[src/rtl/pipe_fetch_stage.sv]
// Instruction-fetch stage: PC register, next-PC select, IF/ID register with stall hold.
// Optional FETCH_PERF_CNT_EN macro adds fetch_count/stall_count performance counters.
module pipe_fetch_stage #(
    parameter logic [31:0] RESET_PC   = 32'h0000_0000,
    parameter logic [31:0] NOP_INST   = 32'h0000_0000,
    parameter int          DELAY_SLOT = 1
) (
    input  logic        clock,
    input  logic        resetn,
    input  logic        stall,
    input  logic        redirect_valid,
    input  logic [31:0] redirect_target,
    output logic [31:0] imem_addr,
    input  logic [31:0] imem_inst,
    output logic [31:0] id_pc,
    output logic [31:0] id_pc4,
    output logic [31:0] id_inst,
    output logic        id_valid
`ifdef FETCH_PERF_CNT_EN
    ,
    output logic [31:0] fetch_count,
    output logic [31:0] stall_count
`endif
);

    // state      | meaning
    // RUN        | normal fetch, no redirect outstanding
    // HOLD_REDIR | redirect accepted during a stall, waiting for release
    typedef enum logic [0:0] {
        RUN        = 1'b0,
        HOLD_REDIR = 1'b1
    } state_t;

    state_t      state;
    logic [31:0] pc;
    logic [31:0] pending_target;
    logic [31:0] pc4;
    logic [31:0] target;
    logic        redirecting;
    logic        bubble;

    always_comb begin
        pc4         = pc + 32'd4;
        target      = {redirect_target[31:2], 2'b00};
        redirecting = redirect_valid || (state == HOLD_REDIR);
        bubble      = (DELAY_SLOT == 0) && redirecting;
    end

    assign imem_addr = pc;

    always_ff @(posedge clock) begin
        if (!resetn) begin
            state          <= RUN;
            pc             <= RESET_PC;
            pending_target <= 32'h0000_0000;
            id_pc          <= 32'h0000_0000;
            id_pc4         <= 32'h0000_0000;
            id_inst        <= NOP_INST;
            id_valid       <= 1'b0;
        end else if (stall) begin
            // Hold PC and IF/ID; remember the latest redirect seen while stalled.
            if (redirect_valid) begin
                pending_target <= target;
                state          <= HOLD_REDIR;
            end
        end else begin
            if (redirect_valid)
                pc <= target;
            else if (state == HOLD_REDIR)
                pc <= pending_target;
            else
                pc <= pc4;

            id_pc  <= pc;
            id_pc4 <= pc4;
            if (bubble) begin
                id_inst  <= NOP_INST;
                id_valid <= 1'b0;
            end else begin
                id_inst  <= imem_inst;
                id_valid <= 1'b1;
            end
            state <= RUN;
        end
    end

`ifdef FETCH_PERF_CNT_EN
    always_ff @(posedge clock) begin
        if (!resetn) begin
            fetch_count <= 32'h0000_0000;
            stall_count <= 32'h0000_0000;
        end else begin
            if (!stall && !bubble)
                fetch_count <= fetch_count + 32'd1;
            if (stall)
                stall_count <= stall_count + 32'd1;
        end
    end
`endif

endmodule

[config.mk]
export PLATFORM = sky130hd
export DESIGN_NAME = pipe_fetch_stage
export DESIGN_NICKNAME = d
export VERILOG_FILES = /design/src/rtl/pipe_fetch_stage.sv
export SDC_FILE = /design/constraint.sdc
export NUM_CORES = 1
export LEC_CHECK = 0
export CAP_MARGIN = 30
export CELL_PAD_IN_SITES_DETAIL_PLACEMENT = 2
export CELL_PAD_IN_SITES_GLOBAL_PLACEMENT = 2
export CORE_UTILIZATION = 31
export CTS_BUF_LIST = sky130_fd_sc_hd__clkbuf_8
export DETAILED_ROUTE_END_ITERATION = 16
export PLACE_DENSITY = 0.92
export SETUP_SLACK_MARGIN = 0.5
export SYNTH_ARGS = -nofsm -noshare
export SYNTH_HDL_FRONTEND = slang
export SYNTH_SLANG_ARGS = --single-unit
[constraint.sdc]
create_clock -name clock -period 6.1 [get_ports clock]
set_clock_uncertainty 0.05 [all_clocks]
set_input_delay 0.61 -clock clock [delete_from_list [all_inputs] [get_ports clock]]
set_output_delay 0.61 -clock clock [all_outputs]
set_load 0.05 [all_outputs]
Word level (Yosys, flattened, before mapping)
Index checks and enable logic that the tools add are counted.
{"block": "classes", "add_sub_neg": 1, "mul": 0, "div": 0, "magnitude_cmp": 0, "n_eq_ne": 0, "shift": 0, "muxes": 2, "n_bitwise": 0, "n_reduce_logical": 2}
{"op": "32-bit 2-to-1 mux", "n": 2}
{"op": "32-bit by 3-bit adder with 32-bit output (second input constant)", "n": 1}
{"op": "2-bit AND reduction", "n": 2}
{"block": "word_totals", "ff_bits": 160, "latch_bits": 0, "ram_bits": 0, "mem_bits_ro": 0, "output_inout_bits": 129, "elab_cells": 12, "memories": 0}

Depth between registers and ports, before layout
{"block": "depth", "word_depth": 3, "mapped_depth": 7, "mapped_depth_nobuf": 6}

Worst setup path after synthesis
Ideal clock, no wire load.
{"block": "synth_path", "path_type": "register to register", "start": "register pc[2], in the netlist imem_addr[2]", "end": "register pc[26], in the netlist imem_addr[26]", "setup_ps": 122, "arrival_ps": 2274, "t_required_ps": 5928, "setup_slack_ps": 3654, "stages_incl_launch_ff": 7, "synth_period_minus_slack_ps": 2446, "cell_sequence": "dfxtp_1 -> ha_1 -> nand4_2 -> nor4_4 -> nand3_1 -> mux2i_1 -> a311o_1"}
{"block": "synth_between", "elab_chain_cells": 3}
{"item": "start, declared", "line": "35", "rtl": "logic [31:0] pc;"}
{"item": "start signal, assigned", "line": "68", "rtl": "pc <= target;"}
{"item": "start signal, assigned", "line": "70", "rtl": "pc <= pending_target;"}
{"item": "start signal, assigned", "line": "72", "rtl": "pc <= pc4;"}
{"item": "32-bit by 3-bit adder with 32-bit output", "line": "43", "rtl": "pc4 = pc + 32'd4;"}
{"item": "32-bit 2-to-1 mux", "line": "69", "rtl": "else if (state == HOLD_REDIR)"}
{"item": "32-bit 2-to-1 mux", "line": "67", "rtl": "if (redirect_valid)"}
No other way between the ends.
A chain may end at the register's enable or synchronous reset.

Worst setup path in the final report
{"block": "layout_path", "start": "input stall", "end": "register pending_target[27]"}
{"block": "layout_between", "elab_chain_cells": 1}
{"item": "start, declared", "line": "10", "rtl": "input logic stall,"}
{"item": "2-bit AND reduction (no line)"}
{"item": "end signal, assigned", "line": "63", "rtl": "pending_target <= target;"}
{"item": "end, declared", "line": "36", "rtl": "logic [31:0] pending_target;"}
No other way between the ends.

==> results.cfg <==
[route]
finalWirelength_microns = 25700
met3WireLength_microns = 1260
ant_nets = 0
wl_met1_microns = 11400
number_of_drc_markers_after_the_initial_detailed_route_iteration = 335
drt-pass1-iter-count = 5
detailroute.via_count = 6670
drc_errors = 0
viasPerCell = 5.40
wire_per_inst_microns = 20.8
met2_wirelength_microns = 12500
top_layer_used = met5

[timing]
maxClockFrequency_mhz = 333
worstMarginPinSlew_ns = 0.837
worst_slew_margin_rel = 0.438
hold_violations = 0
setup_tns_final_ns = 0
layout_worst_path_cycle_share = 0.492
final.min_clock_period_ns = 3.00
finalMaxSlewViolations = 0
finalSetupViolCount = 0
setup_ws_ns = 3.10
rsz_0062_raised_after_global_routing = no

[worst_setup_path]
critical_path_arrival_ns = 3.32
reg2reg_slack_ns = 3.28
worst_flop_to_flop_path_endpoint = imem_addr[26]$_SDFFE_PN0N_
critical_path.endpoint_type = register
path_class = input pin to register
timing.critical_path.required_ns = 6.42
r2r-start = imem_addr[2]$_SDFFE_PN0N_
timing.critical_path.from_type = input pin
timing.reg2reg.worst_path_depth = 6
maximum_fanout_encountered_on_the_critical_timing_path = 73

[global_route]
grt_start_max_net_pins = 93
global_route_wire_length_before_repair_microns = 40300
antenna_violations_before_repair = 1
grt_pass1_vias = 7050
total_gr_overflow = 0
groute.usage.overall = 0.221

[pwr]
cellPowerDensity_nw_per_um2 = 265
ir_drop_v = 0.000118
power_leakage_nw = 3.61

[cts]
latest_clock_arrival_within_the_worst_skew_pair_ns = 0.48
clock_tree.root_cell = sky130_fd_sc_hd__clkbuf_8
clock_transition_at_the_registers_of_the_reported_paths_ns = 0.09
htree_levels = 4
tritoncts.num_buffers = 17
cts.path.max_buffers = 2
post_cts_gate_resize_count = 0
numClockSinks = 154
post_cts.repair.setup_buffers = 0
tritoncts = done
hold_buffers = 0

[cells_and_area]
final_core_util = 0.430
diodes = 0
fin_cells = 1235
layout.cell_area.non_filler_sq_um = 9510
final_layout_size_suffix_gt1_frac = 0.0576
filler_cell_count = 2386
final_net_count = 1011
flow.area_growth_from_synthesis_pct = 34.4

[floorplanning]
die-area_sq_um = 23400
io-pin-count = 197
fp-row-count = 54
core_area_sq_um = 22100
floorplan.initialDensity = 0.320
die_height_microns = 153
die-width_microns = 153

[yosys]
synth_largest_area_cell = sky130_fd_sc_hd__dfxtp_1
yosys_warnings = 0
ys.flop_type = sky130_fd_sc_hd__dfxtp_1
synth_seq_area_share = 0.436
yosys_register_bits = 154
synth_async_sr_flop_share = 0
syn_area_sq_um = 7070
syn_avg_cell_area_sq_um = 8.85
synth.top_cells.by_area = sky130_fd_sc_hd__dfxtp_1, sky130_fd_sc_hd__mux2i_1, sky130_fd_sc_hd__nor2b_1
synth_top_cell_area_share = 0.436
number_of_instances_in_the_synthesized_netlist = 799
synth_edf_count = 0
ys_types = 58

[min_path]
timing.hold.worst.class = register to register
hold_path_startpoint = id_valid$_SDFFE_PN0N_
hold-path-endpoint = id_valid$_SDFFE_PN0N_
timing.hold.worst_path_depth = 1

[place]
hpwlAfterDp_microns = 17100
placedInstanceArea_sq_um = 9040
placement.io_buffers = 188
place_inst = 1202
placement.setup.worst_slack_ns = 2.67
gpl.final_weighted_congestion = 0.780

[run]
cap_violations = 0

[outcome]
run_status = finished, final reports clean
==> per-stage QoR <==
step	total power, mW	hold WS (ns)
after CTS	2.55	0.419
final	2.52	0.412
after global placement	1.61	0.389
after global routing	2.62	0.437
after floorplan	1.44	0.393
after detailed placement	1.63	0.395
==> where the power goes <==
group          switching, mW  leakage [nW]  total (mW)  internal (mW)
logic                  0.311          2.11       0.496          0.185
clock network          0.425         0.230       0.914          0.489
registers             0.0569          1.26        1.11           1.06
total                  0.793          3.61        2.52           1.73
==> cells in the mapped netlist, drive strengths merged (7+ instances only) <==
cell type	count
mux2i	61
and2	11
a22o	7
nor3	10
clkbuf	52
nand3	29
a22oi	8
and3	11
nor2	37
nand2	96
buf	26
nand4	18
nor2b	66
o21ai	38
a21boi	31
xnor2	14
o211ai	14
o211a	13
a31oi	10
a21oi	25
dfxtp	154
==> cells in the final DEF (no fill, tap or decap), drive strengths merged, types with 13 or more instances in the layout <==
cell             n
o211a           13
nand4           18
clkbuf          17
o21ai           38
nand2           96
a21boi          31
dfxtp          154
nor2b           66
o211ai          14
a21oi           25
nand3           29
xnor2           14
nor2            37
mux2i           61
clkdlybuf4s50  186
==> final cells by class <==
cell class                 count  area, sq um  share of cell area
clock buffer                  17          234              0.0246
clock inverter                15          221              0.0233
inverter                       5         18.8             0.00197
multi-input combinational    567         3650               0.384
sequential                   154         3080               0.324
tap                          280          350              0.0368
timing repair buffer         197         1950               0.205
==> routing by layer <==
metal  global-route usage  up-vias
met2                0.372      198
met4               0.0803        2
met1                0.276     3351
met5                    0        -
li1                     -     3088
met3               0.0491       31
==> how the worst max path moves through the flow <==
stage                                         start                         endpoint  slack, ns  cells after the start
after detailed placement                      stall  pending_target[22]$_SDFFE_PN0P_       2.67                      7
after CTS                                     stall  pending_target[27]$_SDFFE_PN0P_       3.10                      7
after floorplan           imem_addr[2]$_SDFFE_PN0N_       imem_addr[26]$_SDFFE_PN0N_       3.65                      6
after global routing                          stall  pending_target[27]$_SDFFE_PN0P_       2.93                      7
after global placement                        stall  pending_target[11]$_SDFFE_PN0P_       2.85                      7
final                                         stall  pending_target[27]$_SDFFE_PN0P_       3.10                      7
==> kinds of logic (layout without fill, tap and decap cells) <==
logic type	Yosys count	count (layout)	share of synthesized area
other cells	1	6	0.000530
simple gates	297	297	0.217
mux	66	66	0.0943
fa+ha+maj	1	1	0.00177
buf+inv	83	234	0.0511
flops	154	154	0.436
xor+xnor	19	19	0.0235
compound gates	178	178	0.176
==> state kept, by name, indices dropped and copies added, names as in the netlist <==
name,count
state,1
id_inst,32
id_pc,30
pending_target,30
imem_addr,30
id_valid,1
id_pc4,30
==> worst max-delay path: stages <==
cell	delay, ns
sky130_fd_sc_hd__buf_6	0.51
sky130_fd_sc_hd__inv_2	0.46
sky130_fd_sc_hd__buf_4	0.39
sky130_fd_sc_hd__nor2_2	0.53
sky130_fd_sc_hd__buf_4	0.39
sky130_fd_sc_hd__nand2_1	0.11
sky130_fd_sc_hd__a21boi_0	0.21
Power figures use the tool's default switching activity.
